$ cat config.mk
export PLATFORM = sky130hd
export DESIGN_NAME = pipe_issue_ctrl
export DESIGN_NICKNAME = d
export VERILOG_FILES = /design/src/rtl/pipe_issue_ctrl.sv
export SDC_FILE = /design/constraint.sdc
export NUM_CORES = 1
export LEC_CHECK = 0
export ABC_AREA = 0
export CORE_MARGIN = 3
export CORE_UTILIZATION = 50
export DETAILED_ROUTE_END_ITERATION = 8
export HOLD_SLACK_MARGIN = 0.12
export PLACE_DENSITY_LB_ADDON = 0.1
export SYNTH_ARGS = -nofsm -noshare
export SYNTH_HDL_FRONTEND = slang
export SYNTH_SLANG_ARGS = --single-unit
$ cat constraint.sdc
create_clock -name clk -period 3.35 [get_ports clk]
set_clock_uncertainty 0.15 [all_clocks]
set_input_delay 0.67 -clock clk [delete_from_list [all_inputs] [get_ports clk]]
set_output_delay 0.67 -clock clk [all_outputs]
set_load 0.01 [all_outputs]
$ cat src/rtl/pipe_issue_ctrl.sv
// Issue controller for the 4-stage pipeline: RAW hazard interlock against an
// in-flight destination window, single registered issue slot, illegal-func drop and stats.
module pipe_issue_ctrl #(
    parameter int WB_LAT = 2,
    parameter int CNT_W  = 16
) (
    input  logic             clk,
    input  logic             rst_n,
    input  logic             en,
    input  logic             in_valid,
    output logic             in_ready,
    input  logic [3:0]       in_rs1,
    input  logic [3:0]       in_rs2,
    input  logic [3:0]       in_rd,
    input  logic [3:0]       in_func,
    input  logic [7:0]       in_addr,
    output logic             issue_valid,
    output logic [3:0]       issue_rs1,
    output logic [3:0]       issue_rs2,
    output logic [3:0]       issue_rd,
    output logic [3:0]       issue_func,
    output logic [7:0]       issue_addr,
    output logic             err_illegal,
    output logic             idle,
    output logic [CNT_W-1:0] issue_cnt,
    output logic [CNT_W-1:0] stall_cnt
);

    logic [WB_LAT-1:0] slot_v;
    logic [3:0]        slot_rd [WB_LAT];
    logic              use_rs1;
    logic              use_rs2;
    logic              illegal;
    logic              hazard;
    logic              accept;

    always_comb begin
        use_rs1 = 1'b0;
        use_rs2 = 1'b0;
        illegal = 1'b0;
        case (in_func)
            4'd0, 4'd1, 4'd2, 4'd5, 4'd6, 4'd7: begin
                use_rs1 = 1'b1;
                use_rs2 = 1'b1;
            end
            4'd3, 4'd8, 4'd10, 4'd11: use_rs1 = 1'b1;
            4'd4, 4'd9:               use_rs2 = 1'b1;
            default:                  illegal = 1'b1;
        endcase
    end

    // Only older in-flight destinations are compared; the offered rd is never checked.
    always_comb begin
        hazard = 1'b0;
        for (int unsigned k = 0; k < WB_LAT; k++) begin
            if (slot_v[k] && ((use_rs1 && (slot_rd[k] == in_rs1)) ||
                              (use_rs2 && (slot_rd[k] == in_rs2))))
                hazard = 1'b1;
        end
    end

    assign in_ready    = en & ~hazard;
    assign accept      = in_valid & in_ready;
    assign issue_valid = slot_v[0];
    assign idle        = ~|slot_v;

    always_ff @(posedge clk or negedge rst_n) begin
        if (!rst_n) begin
            slot_v <= '0;
            for (int unsigned k = 0; k < WB_LAT; k++)
                slot_rd[k] <= '0;
        end else begin
            slot_v[0]  <= accept & ~illegal;
            slot_rd[0] <= in_rd;
            for (int unsigned k = 1; k < WB_LAT; k++) begin
                slot_v[k]  <= slot_v[k-1];
                slot_rd[k] <= slot_rd[k-1];
            end
        end
    end

    // Fields only load on a legal accept so bubbles leave the last issue visible.
    always_ff @(posedge clk or negedge rst_n) begin
        if (!rst_n) begin
            issue_rs1  <= '0;
            issue_rs2  <= '0;
            issue_rd   <= '0;
            issue_func <= '0;
            issue_addr <= '0;
        end else if (accept && !illegal) begin
            issue_rs1  <= in_rs1;
            issue_rs2  <= in_rs2;
            issue_rd   <= in_rd;
            issue_func <= in_func;
            issue_addr <= in_addr;
        end
    end

    always_ff @(posedge clk or negedge rst_n) begin
        if (!rst_n) begin
            err_illegal <= 1'b0;
            issue_cnt   <= '0;
            stall_cnt   <= '0;
        end else begin
            err_illegal <= accept & illegal;
            if (accept && !illegal)
                issue_cnt <= issue_cnt + 1'b1;
            if (en && in_valid && hazard)
                stall_cnt <= stall_cnt + 1'b1;
        end
    end

endmodule

Yosys cells after proc, flatten, opt, wreduce, memory -nomap -nowiden
Index checks and enable logic that the tools add are counted.

Input port bits: 28. Logic and storage cells: 55. Register bits after elaboration: 67. Output and inout port bits: 60.

$add $sub $neg: 2. Eq/ne operators: 15. Bitwise operators: 5. Multiplexer cells: 5. Reductions and logical operators: 17.

Operator list (count): 16-bit by 1-bit adder with 16-bit output, second input constant (2); 4-bit by 3-bit == test with 1-bit output, second input constant (4); 4-bit == test (4); 4-bit == test, second input constant (4); 12-bit OR reduction (1); 10-bit OR reduction (1); 1-bit logical AND (9); 4-bit by 2-bit == test with 1-bit output, second input constant (2); 8-bit OR reduction (1); 1-bit two-way mux (5); 1-bit bitwise AND (4); 4-bit by 1-bit == test with 1-bit output, second input constant (1); 4-bit zero test (1); 1-bit logical OR (2); 2-bit OR reduction (1); 1-bit zero test (1); 1-bit inverter (1).

Depth between registers and ports, before layout
Depth in word-level cells: 12. Mapped depth: 7. Gate-level depth less buffers: 7.

Least setup slack after synthesis
Ideal clock, no wire load.

Path kind: input -> output. Start: input port in_func[2]. End: output port in_ready. Path slack: 752 ps. Required time: 2530 ps. Arrival time: 1778 ps. Buffers on the path: 0. Stages on the path: 5. Cells stage by stage: nand2b_1 > mux2_4 > o22ai_2 > a22oi_1 > and2_1.

Cells in the longest elaborated chain, start to end: 10. Elaborated cells on any way between the ends: 28. Those cells by class: eq/ne (11); mux (4); bitwise (2); reduce/logical (11).

Ends and longest elaborated chain: start, declared (line 15) `input logic [3:0] in_func,`; 4-bit by 2-bit == test with 1-bit output, or another cell as far along (line 41) `case (in_func)`; 10-bit OR reduction (no line) or 8-bit OR reduction (tied branches); 1-bit two-way mux (line 41); 1-bit logical AND (on tied branches) (line 56, 57); 1-bit logical OR (line 56) `if (slot_v[k] && ((use_rs1 && (slot_rd[k] == in_rs1)) ||`; 1-bit logical AND (line 56); 1-bit two-way mux (line 56); 1-bit two-way mux (*) (line 56); 1-bit inverter (*) (line 62) `assign in_ready = en & ~hazard;`; 1-bit bitwise AND (*) (line 62); end, declared (line 11) `output logic in_ready,`.

Every way passes the cells marked *; elsewhere a longest branch is shown, timed or not.

Worst setup path after layout
Same ends and word-level chain as after synthesis.

==> impl_metrics.prom <==
# TYPE chip_impl_metric gauge
chip_impl_metric{name="synth_seq_area_share",unit="%"} 57.3
chip_impl_metric{name="worstPathMaxFanout",unit=""} 3
chip_impl_info{name="hold_path_class",value="in -> async"} 1
chip_impl_metric{name="grt_pass1_wl",unit="um"} 10100
chip_impl_metric{name="min_period_over_period",unit="%"} 93.9
chip_impl_metric{name="synthesized_area_divided_by_synthesized_cell_count",unit="sq um"} 12.8
chip_impl_metric{name="post_drt_via_cell_ratio",unit=""} 5.15
chip_impl_metric{name="clock-sinks",unit=""} 67
chip_impl_metric{name="postLayoutCoreUtil",unit="%"} 73.7
chip_impl_metric{name="ir_worst_vdd",unit="mV"} 0.361
chip_impl_metric{name="fill_cells",unit=""} 414
chip_impl_info{name="end_kind",value="output pin"} 1
chip_impl_metric{name="starting_density",unit="%"} 52.5
chip_impl_metric{name="cap_violations",unit=""} 0
chip_impl_metric{name="syn_area",unit="sq um"} 2930
chip_impl_metric{name="power_density",unit="nW/um^2"} 512
chip_impl_metric{name="setup_repair_bufs_after_cts",unit=""} 0
chip_impl_metric{name="first_pass_iters",unit=""} 4
chip_impl_metric{name="core-area",unit="sq um"} 5570
chip_impl_metric{name="rrSetupSlack",unit="ns"} 1.13
chip_impl_info{name="path_class",value="in -> out"} 1
chip_impl_metric{name="detail_routed_net_length_per_standard_cell",unit="um"} 15.0
chip_impl_metric{name="insertion_delay",unit="ns"} 0.33
chip_impl_metric{name="number_of_antenna_repair_diodes",unit=""} 0
chip_impl_metric{name="postCtsResizedCells",unit=""} 3
chip_impl_metric{name="tightestPinTransition",unit="ns"} 0.752
chip_impl_metric{name="std_cell_rows",unit=""} 27
chip_impl_metric{name="cts.hold.buffers_added",unit=""} 0
chip_impl_metric{name="dpl_worst_slack",unit="ns"} -0.0333
chip_impl_metric{name="antenna_found_initial",unit=""} 0
chip_impl_metric{name="fin_nets",unit=""} 360
chip_impl_metric{name="dr_total_vias",unit=""} 2091
chip_impl_metric{name="gr-usage-all-layers",unit="%"} 20.0
chip_impl_info{name="grt_setup_unrepaired",value="false"} 1
chip_impl_metric{name="floorplan.die.height",unit="um"} 82.5
chip_impl_metric{name="fmaxAchievable",unit="MHz"} 318
chip_impl_metric{name="timing.slew.headroom",unit="%"} 49.9
chip_impl_metric{name="worst_ep_arrival_time",unit="ns"} 2.32
chip_impl_metric{name="postRouteWirelength",unit="um"} 6090
chip_impl_metric{name="pin_count",unit=""} 88
chip_impl_metric{name="yosysWarningCount",unit=""} 0
chip_impl_metric{name="clk_pin_slew",unit="ns"} 0.07
chip_impl_metric{name="globalRoute.totalOverflow",unit=""} 0
chip_impl_metric{name="timing.final.hold_violations",unit=""} 0
chip_impl_info{name="status",value="completed"} 1
chip_impl_info{name="r2r-start",value="slot_rd[5]$_DFF_PN0_"} 1
chip_impl_metric{name="synth_nets",unit=""} 259
chip_impl_metric{name="timing.setup.tns",unit="ns"} 0
chip_impl_metric{name="drt_iter0_markers",unit=""} 79
chip_impl_metric{name="numCtsBuffers",unit=""} 9
chip_impl_info{name="worstReg2RegEnd",value="stall_cnt[1]$_DFFE_PN0P_"} 1
chip_impl_metric{name="globalplace.congestion",unit=""} 0.816
chip_impl_metric{name="final.setup.worst_slack",unit="ns"} 0.205
chip_impl_metric{name="via_count_of_the_first_global_routing_pass",unit=""} 2204
chip_impl_metric{name="cts.path.max_buffers",unit=""} 2
chip_impl_metric{name="period_needed",unit="ns"} 3.14
chip_impl_metric{name="drtAntennaViolNets",unit=""} 0
chip_impl_metric{name="drcViolationCount",unit=""} 0
chip_impl_metric{name="drive_above_1_share",unit="%"} 12.3
chip_impl_metric{name="place_area",unit="sq um"} 3910
chip_impl_metric{name="cts_htree_levels",unit=""} 3
chip_impl_metric{name="netlist-cell-type-count",unit=""} 31
chip_impl_metric{name="worstRegToRegCells",unit=""} 6
chip_impl_info{name="critical_path.startpoint_type",value="primary input"} 1
chip_impl_metric{name="die_x_extent",unit="um"} 82.5
chip_impl_metric{name="ys_seq_elements",unit=""} 67
chip_impl_metric{name="final-max-slew-violation-count",unit=""} 0
chip_impl_metric{name="die_area",unit="sq um"} 6810
chip_impl_metric{name="dpl.hpwl",unit="um"} 4460
chip_impl_info{name="cts_tree",value="done"} 1
chip_impl_metric{name="setup_violation_total_in_the_final_timing_report",unit=""} 0
chip_impl_metric{name="netlist_instances",unit=""} 229
chip_impl_metric{name="worstPathRequired",unit="ns"} 2.53
chip_impl_metric{name="postLayoutCellArea",unit="sq um"} 4110
chip_impl_metric{name="post-layout-total-power",unit="mW"} 2.10
chip_impl_metric{name="areaGrowthSynthToFinish",unit="%"} 40.3
chip_impl_metric{name="grt_start_max_net_pins",unit=""} 37
chip_impl_metric{name="total_leakage_power",unit="nW"} 1.77
chip_impl_info{name="clockRootBuffer",value="clkbuf_8"} 1
chip_impl_metric{name="port_buffers",unit=""} 87
cell families (layout without fill, tap and decap cells):
logic type | Yosys count | after routing | share of synthesized area [%]
simple gates | 72 | 72 | 13.0
xor+xnor | 46 | 46 | 13.8
buf+inv | 8 | 113 | 1.84
mux | 26 | 26 | 10.1
flops | 67 | 67 | 57.3
fa+ha+maj | 2 | 2 | 0.855
compound gates | 8 | 8 | 3.21
per-layer routing:
| metal | vias up | part of all wire [%] | GRT usage (%) |
|---|---|---|---|
| li1 | 999 | - | - |
| met1 | 1020 | 44 | 24.8 |
| met2 | 66 | 48 | 31.8 |
| met3 | 6 | 6.5 | 7.05 |
| met4 | 0 | 0.97 | 8.17 |
| met5 | - | 0 | 0 |
sequential cells by signal, indices dropped and copies added, names as in the netlist:
name	flops
stall_cnt	16
issue_rs1	4
slot_v	2
issue_cnt	16
issue_rs2	4
slot_rd	8
issue_addr	8
issue_func	4
err_illegal	1
issue_rd	4
worst max-delay path, stage by stage:
cell,delay [ns]
clkdlybuf4s50_1,0.49
nand2b_1,0.13
mux2_4,0.32
o22ai_2,0.20
a22oi_2,0.08
and2_1,0.17
dlygate4sd2_1,0.28
how the worst max path moves through the flow:
stage                    start  endpoint  slack, ns  cells after the start
finish              in_func[2]  in_ready       0.21                      7
global route        in_func[2]  in_ready       0.14                      7
CTS                 in_func[2]  in_ready       0.20                      7
detailed placement  in_func[0]  in_ready      -0.03                      7
global placement    in_func[0]  in_ready      -0.02                      7
floorplan           in_func[2]  in_ready       0.75                      5
cell usage in the layout (no fill, tap or decap):
master,instances
clkinv_4,2
and2_1,3
ha_1,2
o21ai_2,1
mux2i_1,1
o22ai_2,2
a22oi_2,2
nand2b_1,3
nand3_1,14
and4_1,3
nor3_2,1
dlygate4sd2_1,2
nand2_1,13
buf_12,1
clkdlybuf4s50_1,84
a221oi_4,1
a21oi_1,1
clkinv_2,1
nor3b_1,1
xor2_1,12
inv_1,3
and3_1,8
bufinv_16,1
a2bb2oi_1,1
nor4_1,3
nor2_1,11
buf_2,1
dfrtp_1,67
buf_4,7
xnor2_1,34
clkinvlp_4,2
mux2_2,9
mux2_1,15
nor3_1,4
nand4_1,8
mux2_4,1
clkbuf_8,9
cells in the mapped netlist:
library cell / number / area, sq um
nor3_2: 1 / 10.0
mux2_1: 15 / 169
a22oi_2: 1 / 12.5
mux2_2: 9 / 101
nand2b_1: 3 / 18.8
and2_1: 3 / 18.8
buf_2: 1 / 5.00
clkbuf_1: 1 / 3.75
mux2i_1: 1 / 10.0
a221oi_4: 1 / 26.3
o22ai_2: 2 / 25.0
ha_1: 2 / 25.0
nor4_1: 3 / 18.8
a21oi_1: 1 / 5.00
xnor2_1: 34 / 298
o21ai_2: 1 / 8.76
nand2_1: 13 / 48.8
nand4_1: 8 / 50.1
mux2_4: 1 / 15.0
inv_1: 3 / 11.3
nor2_1: 11 / 41.3
and3_1: 8 / 50.1
nor3b_1: 1 / 7.51
dfrtp_1: 67 / 1680
nor3_1: 4 / 20.0
xor2_1: 12 / 105
and4_1: 3 / 26.3
a22oi_1: 1 / 7.51
nand3_1: 14 / 70.1
a2bb2oi_1: 1 / 8.76
buf_6: 3 / 33.8
per-stage QoR:
stage | instances | hold slack, ns
after detailed placement | 391 | 0.283
final | 406 | 0.253
after floorplan | 229 | 0.224
after global routing | 406 | 0.286
after global placement | 391 | 0.276
after CTS | 406 | 0.259
power breakdown:
part / switching (mW) / total [mW] / internal, mW / leakage (nW)
sequential: 0.0837 / 0.991 / 0.907 / 0.848
clock: 0.303 / 0.643 / 0.340 / 0.0913
combinational: 0.188 / 0.471 / 0.282 / 0.826
final cells by class:
| type | instances | area [sq um] | area share, % |
|---|---|---|---|
| clock inverter | 6 | 67.6 | 1.64 |
| inverter | 3 | 11.3 | 0.274 |
| timing repair buffer | 95 | 936 | 22.8 |
| multi-input combinational | 154 | 1200 | 29.3 |
| clock buffer | 9 | 124 | 3.02 |
| sequential | 67 | 1680 | 40.8 |
| tap | 72 | 90.1 | 2.19 |
Power figures use the tool's default switching activity.
